File: src/rtl/spectrum_draw_ctrl_pkg.sv
// Shared types, default geometry and colour constants for the spectrum bar renderer.
package spectrum_pkg;

  // Default drawing geometry: 16 bars of 20 columns on a 240-row screen.
  localparam int DEF_NUM_BINS = 16;
  localparam int DEF_BAR_W    = 20;
  localparam int DEF_GAP_W    = 2;
  localparam int DEF_SCREEN_H = 240;

  // Fixed bus widths of the magnitude memory and pixel sink.
  localparam int ADDR_W = 4;
  localparam int MAG_W  = 9;
  localparam int X_W    = 9;
  localparam int Y_W    = 8;
  localparam int RGB_W  = 24;

  // RGB888 colours.
  localparam logic [RGB_W-1:0] DEF_BAR_COLOR = 24'h00FF40;
  localparam logic [RGB_W-1:0] DEF_BG_COLOR  = 24'h000000;

  // Drawing sequencer states.
  typedef enum logic [2:0] {
    IDLE    = 3'd0,
    RD_ADDR = 3'd1,
    RD_WAIT = 3'd2,
    DRAW    = 3'd3,
    FIN     = 3'd4
  } draw_state_e;

  // Limits a raw magnitude to the screen height so oversized bins draw a full bar.
  function automatic logic [MAG_W-1:0] clampHeight(input logic [MAG_W-1:0] mag,
                                                   input int limit);
    if (int'(mag) >= limit) begin
      return MAG_W'(limit);
    end
    return mag;
  endfunction

endpackage

File: src/rtl/spectrum_draw_ctrl_if.sv
// Bundle of frame control, magnitude-memory read port and pixel-write handshake.
interface spectrum_draw_ctrl_if;
  import spectrum_pkg::*;

  // Frame control
  logic              frame_start;
  logic              busy;
  logic              done;
  logic              overrun;

  // Magnitude memory read port (data returns one cycle after the address)
  logic [ADDR_W-1:0] bin_addr;
  logic [MAG_W-1:0]  bin_data;

  // Pixel write stream
  logic              pix_valid;
  logic              pix_ready;
  logic [X_W-1:0]    pix_x;
  logic [Y_W-1:0]    pix_y;
  logic [RGB_W-1:0]  pix_color;

  // The draw controller side
  modport master (
    input  frame_start, bin_data, pix_ready,
    output busy, done, overrun, bin_addr, pix_valid, pix_x, pix_y, pix_color
  );

  // The surrounding system: frame requester, magnitude memory and pixel sink
  modport slave (
    output frame_start, bin_data, pix_ready,
    input  busy, done, overrun, bin_addr, pix_valid, pix_x, pix_y, pix_color
  );

endinterface

File: src/rtl/spectrum_draw_ctrl_pixel_scan_counter.sv
// Column/row scan counter for one bar: rows are the inner loop, columns the outer.
module pixel_scan_counter #(
  parameter int BAR_W    = 20,
  parameter int SCREEN_H = 240,
  parameter int OFF_W    = 5,
  parameter int Y_W      = 8
) (
  input  logic             clk,
  input  logic             reset,
  input  logic             i_clear,
  input  logic             i_advance,
  output logic [OFF_W-1:0] o_offset,
  output logic [Y_W-1:0]   o_y,
  output logic             o_last
);

  logic [OFF_W-1:0] r_offset;
  logic [Y_W-1:0]   r_y;
  logic             w_y_wrap;
  logic             w_off_wrap;

  assign w_y_wrap   = (r_y == Y_W'(SCREEN_H - 1));
  assign w_off_wrap = (r_offset == OFF_W'(BAR_W - 1));

  // Step y on every accepted pixel; when y wraps, move to the next column.
  always_ff @(posedge clk) begin
    if (reset || i_clear) begin
      r_offset <= '0;
      r_y      <= '0;
    end else if (i_advance) begin
      if (w_y_wrap) begin
        r_y      <= '0;
        r_offset <= w_off_wrap ? '0 : r_offset + 1'b1;
      end else begin
        r_y <= r_y + 1'b1;
      end
    end
  end

  assign o_offset = r_offset;
  assign o_y      = r_y;
  assign o_last   = w_y_wrap && w_off_wrap;

endmodule

File: src/rtl/spectrum_draw_ctrl.sv
// Spectrum bar renderer: reads one magnitude per bar and streams every pixel of
// the bar (bar colour or background) to a valid/ready pixel sink.
module spectrum_draw_ctrl
  import spectrum_pkg::*;
#(
  parameter int               NUM_BINS  = DEF_NUM_BINS,
  parameter int               BAR_W     = DEF_BAR_W,
  parameter int               GAP_W     = DEF_GAP_W,
  parameter int               SCREEN_H  = DEF_SCREEN_H,
  parameter logic [RGB_W-1:0] BAR_COLOR = DEF_BAR_COLOR,
  parameter logic [RGB_W-1:0] BG_COLOR  = DEF_BG_COLOR
) (
  input logic                  clk,
  input logic                  reset,
  spectrum_draw_ctrl_if.master bus
);

  localparam int OFF_W = (BAR_W > 1) ? $clog2(BAR_W) : 1;

  // Parameter sets that cannot be represented on the fixed-width ports are rejected.
  generate
    if (NUM_BINS * BAR_W > (1 << X_W)) begin : g_err_x_range
      $error("spectrum_draw_ctrl: NUM_BINS*BAR_W does not fit the 9-bit pix_x");
    end
    if (NUM_BINS < 1 || NUM_BINS > (1 << ADDR_W)) begin : g_err_bins
      $error("spectrum_draw_ctrl: NUM_BINS does not fit the 4-bit bin_addr");
    end
    if (SCREEN_H < 1 || SCREEN_H > (1 << Y_W)) begin : g_err_height
      $error("spectrum_draw_ctrl: SCREEN_H does not fit the 8-bit pix_y");
    end
    if (BAR_W < 2 || GAP_W < 0 || GAP_W > BAR_W) begin : g_err_bar
      $error("spectrum_draw_ctrl: BAR_W/GAP_W combination is not drawable");
    end
  endgenerate

  draw_state_e      r_state;
  draw_state_e      w_next_state;

  logic [ADDR_W-1:0] r_bin;
  logic [X_W-1:0]    r_x_base;
  logic [MAG_W-1:0]  r_height;
  logic              r_done;
  logic              r_overrun;

  logic              w_busy;
  logic              w_pix_valid;
  logic              w_start_frame;
  logic              w_ignored;
  logic              w_latch_height;
  logic              w_fin;
  logic              w_accept;
  logic              w_last_pixel;
  logic              w_final_bin;
  logic              w_next_bin;

  logic [OFF_W-1:0]  w_offset;
  logic [Y_W-1:0]    w_y;
  logic [MAG_W-1:0]  w_row_up;
  logic              w_in_bar;
  logic [RGB_W-1:0]  w_pix_color;

  assign w_accept    = w_pix_valid && bus.pix_ready;
  assign w_final_bin = (r_bin == ADDR_W'(NUM_BINS - 1));
  assign w_next_bin  = w_accept && w_last_pixel && !w_final_bin;

  // State register; reset always returns the sequencer to IDLE, abandoning any frame.
  always_ff @(posedge clk) begin
    if (reset) begin
      r_state <= IDLE;
    end else begin
      r_state <= w_next_state;
    end
  end

  // Next-state logic: one read/wait pair per bar, then the bar's pixels, then FIN.
  always_comb begin
    w_next_state = r_state;
    unique case (r_state)
      IDLE: begin
        if (bus.frame_start) begin
          w_next_state = RD_ADDR;
        end
      end
      RD_ADDR: w_next_state = RD_WAIT;
      RD_WAIT: w_next_state = DRAW;
      DRAW: begin
        if (w_accept && w_last_pixel) begin
          w_next_state = w_final_bin ? FIN : RD_ADDR;
        end
      end
      FIN:     w_next_state = IDLE;
      default: w_next_state = IDLE;
    endcase
  end

  // State-decoded controls; any frame_start outside IDLE (FIN included) is ignored.
  always_comb begin
    w_busy         = (r_state != IDLE);
    w_pix_valid    = (r_state == DRAW);
    w_start_frame  = (r_state == IDLE) && bus.frame_start;
    w_ignored      = (r_state != IDLE) && bus.frame_start;
    w_latch_height = (r_state == RD_WAIT);
    w_fin          = (r_state == FIN);
  end

  // Bar index, bar x origin, clamped height and the single-cycle status pulses.
  always_ff @(posedge clk) begin
    if (reset) begin
      r_bin     <= '0;
      r_x_base  <= '0;
      r_height  <= '0;
      r_done    <= 1'b0;
      r_overrun <= 1'b0;
    end else begin
      r_done    <= w_fin;
      r_overrun <= w_ignored;
      if (w_start_frame) begin
        r_bin    <= '0;
        r_x_base <= '0;
      end else if (w_next_bin) begin
        r_bin    <= r_bin + 1'b1;
        r_x_base <= r_x_base + X_W'(BAR_W);
      end
      if (w_latch_height) begin
        r_height <= clampHeight(bus.bin_data, SCREEN_H);
      end
    end
  end

  // Counters only move on an accepted pixel, so coordinates hold while the sink stalls.
  pixel_scan_counter #(
    .BAR_W    (BAR_W),
    .SCREEN_H (SCREEN_H),
    .OFF_W    (OFF_W),
    .Y_W      (Y_W)
  ) u_scan (
    .clk       (clk),
    .reset     (reset),
    .i_clear   (w_latch_height),
    .i_advance (w_accept),
    .o_offset  (w_offset),
    .o_y       (w_y),
    .o_last    (w_last_pixel)
  );

  // Pixel colour: bars grow from the bottom row, gap columns are always background.
  always_comb begin
    w_row_up    = MAG_W'(SCREEN_H - 1) - MAG_W'(w_y);
    w_in_bar    = (int'(w_offset) < (BAR_W - GAP_W));
    w_pix_color = BG_COLOR;
    if (w_in_bar && (w_row_up < r_height)) begin
      w_pix_color = BAR_COLOR;
    end
  end

  assign bus.bin_addr  = r_bin;
  assign bus.pix_valid = w_pix_valid;
  assign bus.pix_x     = r_x_base + X_W'(w_offset);
  assign bus.pix_y     = w_y;
  assign bus.pix_color = w_pix_color;
  assign bus.busy      = w_busy;
  assign bus.done      = r_done;
  assign bus.overrun   = r_overrun;

endmodule
File: src/flat_wrapper.sv
// flat-port wrapper written by rule: the top's interface ports become plain ports
module spectrum_draw_ctrl_flat import spectrum_pkg::*;
#(
  parameter int               NUM_BINS  = DEF_NUM_BINS,
  parameter int               BAR_W     = DEF_BAR_W,
  parameter int               GAP_W     = DEF_GAP_W,
  parameter int               SCREEN_H  = DEF_SCREEN_H,
  parameter logic [RGB_W-1:0] BAR_COLOR = DEF_BAR_COLOR,
  parameter logic [RGB_W-1:0] BG_COLOR  = DEF_BG_COLOR
)
  (clk, reset, bus_frame_start, bus_bin_data, bus_pix_ready, bus_busy, bus_done, bus_overrun, bus_bin_addr, bus_pix_valid, bus_pix_x, bus_pix_y, bus_pix_color);
  spectrum_draw_ctrl_if bus_i ();
  input logic clk;
  input logic reset;
  input wire logic [$bits(bus_i.frame_start)-1:0] bus_frame_start;
  input wire logic [$bits(bus_i.bin_data)-1:0] bus_bin_data;
  input wire logic [$bits(bus_i.pix_ready)-1:0] bus_pix_ready;
  output wire logic [$bits(bus_i.busy)-1:0] bus_busy;
  output wire logic [$bits(bus_i.done)-1:0] bus_done;
  output wire logic [$bits(bus_i.overrun)-1:0] bus_overrun;
  output wire logic [$bits(bus_i.bin_addr)-1:0] bus_bin_addr;
  output wire logic [$bits(bus_i.pix_valid)-1:0] bus_pix_valid;
  output wire logic [$bits(bus_i.pix_x)-1:0] bus_pix_x;
  output wire logic [$bits(bus_i.pix_y)-1:0] bus_pix_y;
  output wire logic [$bits(bus_i.pix_color)-1:0] bus_pix_color;
  assign bus_i.frame_start = bus_frame_start;
  assign bus_i.bin_data = bus_bin_data;
  assign bus_i.pix_ready = bus_pix_ready;
  assign bus_busy = bus_i.busy;
  assign bus_done = bus_i.done;
  assign bus_overrun = bus_i.overrun;
  assign bus_bin_addr = bus_i.bin_addr;
  assign bus_pix_valid = bus_i.pix_valid;
  assign bus_pix_x = bus_i.pix_x;
  assign bus_pix_y = bus_i.pix_y;
  assign bus_pix_color = bus_i.pix_color;
  spectrum_draw_ctrl #(.NUM_BINS(NUM_BINS), .BAR_W(BAR_W), .GAP_W(GAP_W), .SCREEN_H(SCREEN_H), .BAR_COLOR(BAR_COLOR), .BG_COLOR(BG_COLOR)) u_core (.clk(clk), .reset(reset), .bus(bus_i));
endmodule
File: config.mk
export PLATFORM = sky130hd
export DESIGN_NAME = spectrum_draw_ctrl_flat
export DESIGN_NICKNAME = d
export VERILOG_FILES = /design/src/rtl/spectrum_draw_ctrl_pkg.sv /design/src/rtl/spectrum_draw_ctrl_if.sv /design/src/rtl/spectrum_draw_ctrl_pixel_scan_counter.sv /design/src/rtl/spectrum_draw_ctrl.sv /design/src/flat_wrapper.sv
export SDC_FILE = /design/constraint.sdc
export NUM_CORES = 1
export LEC_CHECK = 0
export BUFFER_PORTS_ARGS = -buffer_cell sky130_fd_sc_hd__buf_2
export CAP_MARGIN = 10
export CELL_PAD_IN_SITES_DETAIL_PLACEMENT = 1
export CELL_PAD_IN_SITES_GLOBAL_PLACEMENT = 2
export CORE_UTILIZATION = 33
export DETAILED_ROUTE_END_ITERATION = 6
export PLACE_DENSITY = 0.93
export RECOVER_POWER = 25
export SLEW_MARGIN = 0
export SYNTH_ARGS = -nofsm -noshare
export SYNTH_HDL_FRONTEND = slang
export SYNTH_SLANG_ARGS = --single-unit
File: constraint.sdc
create_clock -name clk -period 6.1 [get_ports clk]
set_input_delay 0.305 -clock clk [delete_from_list [all_inputs] [get_ports clk]]
set_output_delay 0.305 -clock clk [all_outputs]
set_load 0.02 [all_outputs]
==> impl_metrics.csv, run 1 <==
group,metric,value,unit
status,status,"completed",
die,io_pins,62,
clocking,cts_made_buffers,5,
clocking,htree_levels,2,
synth,synth.most_common_cell,"dfxtp_1",
clocking,clk_pin_slew,0.08,ns
timing,tightest_slew,1.155,ns
final_layout,diodes,0,
grt,antenna_found_initial,0,
synth,synth_cell_types,46,
placed_design,io_buffers,46,
timing,fin_skew,0.004027,ns
worst_setup_path,endpoint_kind,"primary output",
synth,yosys_warnings,0,
die,core_area,6832,µm²
timing,clock.fmax,0.3633,GHz
synth,yosys.area.top_type,"dfxtp_1",
power,ir_drop,0.07645,mV
synth,synth_flop_cell,"dfxtp_1",
power,combPwrFrac,0.115,
worst_hold_path,whs_path_depth,3,
die,initial_core_util,0.3419,
synth,async_reset_ff_frac,0,
drt,wl_per_cell,13.26,µm
power,swShare,0.2597,
power,p_sw,0.1385,mW
synth,yosysTopAreaCellShare,0.3257,
grt,grt_pass1_wl,9.025,mm
worst_setup_path,path_max_fanout,9,
placed_design,gp_congestion,0.7942,
worst_setup_path,r2r_slack,3.91,ns
timing,slew_headroom,0.2283,
power,powerDensity,205.9,nW/µm²
power,power,0.5334,mW
timing,hold_viol_final,0,
worst_setup_path,critical_path_required,5.79,ns
timing,finalSetupViolCount,0,
grt,gr-total-overflow,0,
worst_setup_path,critical_path_class,"reg -> out",
synth,ys_seq_area_frac,0.3257,
die,rows,30,
final_layout,final_util,0.3793,
clocking,clock_latency,0.29,ns
worst_setup_path,crit_path_frequent_cell,"ha_1",
worst_setup_path,cp-start-kind,"flip-flop",
synth,avgSynthCellArea,8.526,µm²
synth,syn_inst,274,
grt,grt_max_degree,20,
worst_setup_path,cp.arrival,2.45,ns
job,drv_cap,0,
timing,fin_setup_tns,0,ns
power,p_int,0.3949,mW
final_layout,fin_area,2591,µm²
clocking,cts_setup_buffers,0,
clocking,cts_resized,0,
clocking,cts_root_buf,"clkbuf_8",
power,pwr-share-clk,0.400,
timing,drv_slew,0,
synth,yosys-top-cells-area,"dfxtp_1 33%, ha_1 9.6%, buf_4 9.0%, nor2_1 5.0%, xnor2_1 4.5%",
worst_setup_path,path_delay_family,"compound AO/OA/AOI/OAI gates",
synth,netlist_area,2336,µm²
worst_setup_path,crit_chain,"inv_1 > ha_1 > ha_1 > and4_1 > a221oi_1 > o211a_1 > buf_2",
final_layout,syn2layout_area_growth,10.93,%
drt,initialDrtViolationCount,69,
clocking,hold_buffers,0,
die,die_area,7419,µm²
timing,period_share,0.4512,
die,dieWidth,86.14,µm
drt,drt_wl_total,5.358,mm
clocking,clockBufferDepth,2,
final_layout,nNetsFinal,339,
worst_setup_path,path_depth,7,
power,p_leak,1.064,nW
die,die_y,86.14,µm
grt,grtUsageTotal,0.1545,
final_layout,drive_gt1_frac,0.1364,
clocking,tritoncts,"done",
power,pwr-share-seq,0.485,
worst_setup_path,slowest_stage,"dfxtp_1",
timing,grt_setup_unrepaired,"false",
worst_hold_path,hold_class,"in -> reg",
drt,dr.pass1.iters,4,
worst_setup_path,critPathBufInv,2,
placed_design,postPlaceCellArea,2505,µm²
drt,post-route-drc-count,0,
synth,synth_commonest_cells,"38 x dfxtp_1, 31 x nor2_1, 28 x buf_4, 18 x ha_1, 18 x inv_1",
drt,vias,1971,
synth,synth_edf_count,0,
synth,ys_seq_elements,38,
placed_design,dp_hpwl,4.104,mm
grt,first_global_vias,1939,
drt,vias_per_cell,4.879,
clocking,cts.sinks,38,
timing,period_needed,2.753,ns
drt,drtAntennaViolNets,0,
worst_setup_path,reg2regPathDepth,4,
worst_setup_path,max_stage_delay,0.48,ns
[placed cells by master, fill, tap and decap left out, drive strengths merged, types with 2 or more instances in the layout]
cell	Yosys	final
conb	1	15
nor2	31	31
nor3	5	5
dfxtp	38	38
clkbuf	5	23
or4	3	3
nor4	3	3
or3	6	6
and3b	2	2
a21o	2	2
and3	4	4
nor4b	3	3
nand4	6	6
and4	3	3
nand2	12	12
nor2b	3	3
a211oi	6	6
o31ai	5	5
ha	18	18
or2	2	2
o21ai	12	12
xor2	3	3
xnor2	12	12
nor3b	2	2
a21oi	14	14
mux2i	4	4
buf	29	30
inv	18	18
nand3	8	8
[sequential cells by signal, summed over array words and instances, names as in the netlist]
signal,cells
u_core.u_scan.o_offset,5
u_core.bus.overrun,1
u_core.bus.done,1
u_core.u_scan.o_y,8
u_core.bus.bin_addr,4
u_core.r_x_base,7
u_core.r_height,9
u_core.r_state,3
[metrics by stage]
step	hold slack [ns]	setup WS, ns	cells
after floorplan	0.4136	3.589	288
after global placement	0.4631	3.790	396
after detailed placement	0.4660	3.694	396
after CTS	0.2142	3.340	404
after global routing	0.2185	3.117	404
final	0.2200	3.347	404
[worst paths after layout]
| kind | startpoint | to |
|---|---|---|
| worst max-delay path | u_core.u_scan.o_y[4] | bus_pix_color[14] |
| worst min-delay path | bus_bin_data[2] | u_core.r_height[2] |
| worst min register to register | u_core.r_height[0] | u_core.r_height[0] |
| worst max register to register | u_core.r_state[1] | u_core.u_scan.o_y[2] |
[worst min-delay path: stages]
cell and delay (ns):
buf_2 0.08, nand2_1 0.04, o21ai_0 0.06
[per-layer routing]
layer	part of all wire	vias to the layer above	global-route usage
li1	-	985	-
met1	0.46	938	0.1879
met2	0.48	44	0.2720
met3	0.041	4	0.03369
met4	0.012	0	0.04545
met5	0	-	0
[layout make-up]
class,count,area (µm²)
clock buffers,7,76.32
clock inverters,1,30.03
fillers,864,4240
inverters,18,67.56
multi-input cells,198,1326
flip-flops and latches,38,760.7
well taps,96,120.1
repair buffers,46,210.2
[power by group through the flow]
stage	combinational [mW]	clock [mW]	sequential [mW]
global route	0.0684	0.230	0.260
floorplan	0.0613	0	0.262
detailed placement	0.0616	0	0.265
finish	0.0614	0.213	0.259
global placement	0.0608	0	0.264
CTS	0.0619	0.219	0.259
[cell families (layout without fill, tap and decap cells)]
logic type / after synthesis / count (layout) / synth area share
muxes: 4 / 4 / 0.01714
xor gates and xnor gates: 15 / 15 / 0.05624
buffers and inverters: 52 / 72 / 0.1291
other: 1 / 15 / 0.001605
AOI/OAI and AO/OA: 47 / 47 / 0.1253
adders and majority gates: 19 / 19 / 0.1050
DFF: 38 / 38 / 0.3257
and+or+nand+nor: 98 / 98 / 0.2400
Power figures use the tool's default switching activity.
==> inputs of run 2 (changes only) <==
--- a/config.mk
+++ b/config.mk
@@ -9,9 +9,9 @@
 export CAP_MARGIN = 10
 export CELL_PAD_IN_SITES_DETAIL_PLACEMENT = 1
 export CELL_PAD_IN_SITES_GLOBAL_PLACEMENT = 2
-export CORE_UTILIZATION = 33
+export CORE_UTILIZATION = 30
 export DETAILED_ROUTE_END_ITERATION = 6
-export PLACE_DENSITY = 0.93
+export PLACE_DENSITY = 0.86
 export RECOVER_POWER = 25
 export SLEW_MARGIN = 0
 export SYNTH_ARGS = -nofsm -noshare
==> constraint.sdc (replaced) <==
create_clock -name clk -period 2.59 [get_ports clk]
set_input_delay 0.1295 -clock clk [delete_from_list [all_inputs] [get_ports clk]]
set_output_delay 0.1295 -clock clk [all_outputs]
set_load 0.02 [all_outputs]
==> run 2 against run 1 <==
Effect of this change: via count up 0.41%; critical path depth did not move; non-clock buffer count increased by 1; clock-buffer cell count shrank 1; first-iteration DRC count increased by 10%; combinational power up 140%; largest power group is now clock.
==> impl_metrics.csv, run 2 (synthesized netlist as in run 1, its figures left out) <==
group,metric,value,unit
status,status,"completed",
drt,wl_met3,216,µm
worst_setup_path,cp.arrival,2.33,ns
power,p_leak,1.117,nW
drt,top_layer_used,"met4",
timing,fin_setup_tns,0,ns
grt,grt_pass1_wl,8.963,mm
die,core_area,7408,µm²
grt,first_global_vias,1894,
clocking,cts_made_buffers,5,
drt,vias_per_cell,4.839,
power,powerDensity,521.0,nW/µm²
final_layout,syn2layout_area_growth,14.03,%
final_layout,regArea,765.7,µm²
grt,gr-total-overflow,0,
final_layout,diodes,0,
drt,post-route-drc-count,0,
final_layout,largest_register_ffs,9,
job,drv_cap,0,
final_layout,final_cell_count_no_fill,409,
worst_hold_path,hold_end,"u_core.r_height[1]",
die,die_area,8143,µm²
drt,initialDrtViolationCount,76,
final_layout,multi_input_area,1343,µm²
drt,drt_wl_total,5.390,mm
worst_hold_path,whs_path_depth,3,
drt,wl_per_cell,13.18,µm
power,ir_drop,0.2706,mV
placed_design,gp_congestion,0.7869,
final_layout,most-common-layout-cells,"34 x dfxtp_1, 33 x buf_2, 31 x nor2_1, 18 x inv_1, 18 x ha_1",
final_layout,largest_register,"u_core.r_height",
die,die_y,90.24,µm
worst_setup_path,endpoint_kind,"primary output",
clocking,hold_buffers,0,
final_layout,drive_gt1_frac,0.1710,
die,io_pins,62,
drt,drtAntennaViolNets,0,
timing,period_share,0.9503,
drt,dr.pass1.iters,4,
timing,period_needed,2.461,ns
worst_setup_path,worstReg2RegEnd,"u_core.r_x_base[7]",
worst_setup_path,path_max_fanout,7,
clocking,tritoncts,"done",
worst_hold_path,hold_class,"in -> reg",
grt,grtUsageTotal,0.1350,
timing,clock.fmax,0.4063,GHz
worst_setup_path,r2r_slack,0.62,ns
timing,hold_viol_final,0,
placed_design,postPlaceCellArea,2516,µm²
die,initial_core_util,0.3153,
clocking,cts_root_buf,"clkbuf_8",
clocking,htree_levels,2,
die,rows,31,
clocking,clockBufferDepth,2,
timing,drv_slew,0,
grt,grt_max_degree,20,
clocking,clk_pin_slew,0.08,ns
timing,tightest_slew,0.8308,ns
clocking,clock_latency,0.30,ns
drt,dr_wl_met2,2.626,mm
die,dieWidth,90.24,µm
placed_design,dp_hpwl,4.050,mm
timing,grt_setup_unrepaired,"false",
final_layout,final_util,0.3596,
worst_setup_path,cp-start-kind,"flip-flop",
grt,antenna_found_initial,0,
placed_design,placed_cells,400,
worst_hold_path,hp-start,"bus_bin_data[1]",
clocking,cts_setup_buffers,0,
final_layout,fill_cells,914,
final_layout,nNetsFinal,341,
timing,slew_headroom,0.4414,
final_layout,fin_area,2664,µm²
power,power,1.388,mW
worst_setup_path,reg2regPathDepth,4,
clocking,cts_resized,0,
clocking,cts.sinks,38,
drt,vias,1979,
worst_setup_path,critical_path_class,"reg -> out",
worst_setup_path,critical_path_required,2.46,ns
drt,met1Wirelength,2.503,mm
worst_setup_path,reg2reg_from,"u_core.r_state[1]",
timing,fin_skew,0.01069,ns
final_layout,final_common_cell,"dfxtp_1",
timing,finalSetupViolCount,0,
placed_design,io_buffers,46,
-- run 2: cell types whose count changed in the layout (fill, tap and decap cells not counted), sizes merged --
| cell | delta |
|---|---|
| buf | +4 |
| clkbuf | -4 |
| bufinv | +1 |
| o211a | +1 |
-- run 2: report_power, final --
part	switching [mW]	internal (mW)	leakage [nW]
clock	0.219	0.411	0.0714
sequential	0.0125	0.597	0.310
combinational	0.100	0.0475	0.736
total	0.332	1.06	1.12
-- run 2: critical path, cell delays in order (launching register included) --
cell and delay [ns]:
dfxtp_2 0.36, ha_1 0.23, and3_1 0.19, ha_1 0.29, and4_1 0.21, a221oi_2 0.31, o211a_1 0.25, buf_2 0.18
-- run 2: worst max-delay path by stage --
stage,start,end,slack [ns],cells after the start
global route,u_core.u_scan.o_y[4],bus_pix_color[13],0.006,7
CTS,u_core.u_scan.o_y[4],bus_pix_color[13],0.05,7
floorplan,u_core.u_scan.o_y[4],bus_pix_color[10],0.25,7
finish,u_core.u_scan.o_y[4],bus_pix_color[13],0.13,7
detailed placement,u_core.u_scan.o_y[4],bus_pix_color[13],0.37,7
global placement,u_core.u_scan.o_y[4],bus_pix_color[10],0.45,7
-- run 2: stage by stage --
step | hold slack, ns | worst slack, ns
finish | 0.04213 | 0.1288
global route | 0.04152 | 0.005539
CTS | 0.04192 | 0.04850
detailed placement | 0.3448 | 0.3657
global placement | 0.3399 | 0.4539
floorplan | 0.2381 | 0.2548
-- run 2: cell type report --
class | instances | share of cell area
multi-input cells | 199 | 0.5040
flip-flops and latches | 38 | 0.2875
repair buffers | 47 | 0.08314
well taps | 99 | 0.04650
clock buffers | 6 | 0.03100
inverters | 18 | 0.02536
clock inverters | 2 | 0.02255
-- run 2: routing by layer --
metal | global-route usage | vias to the layer above
met5 | 0 | -
met2 | 0.2385 | 36
li1 | - | 990
met4 | 0.03226 | 0
met3 | 0.03384 | 6
met1 | 0.1630 | 947
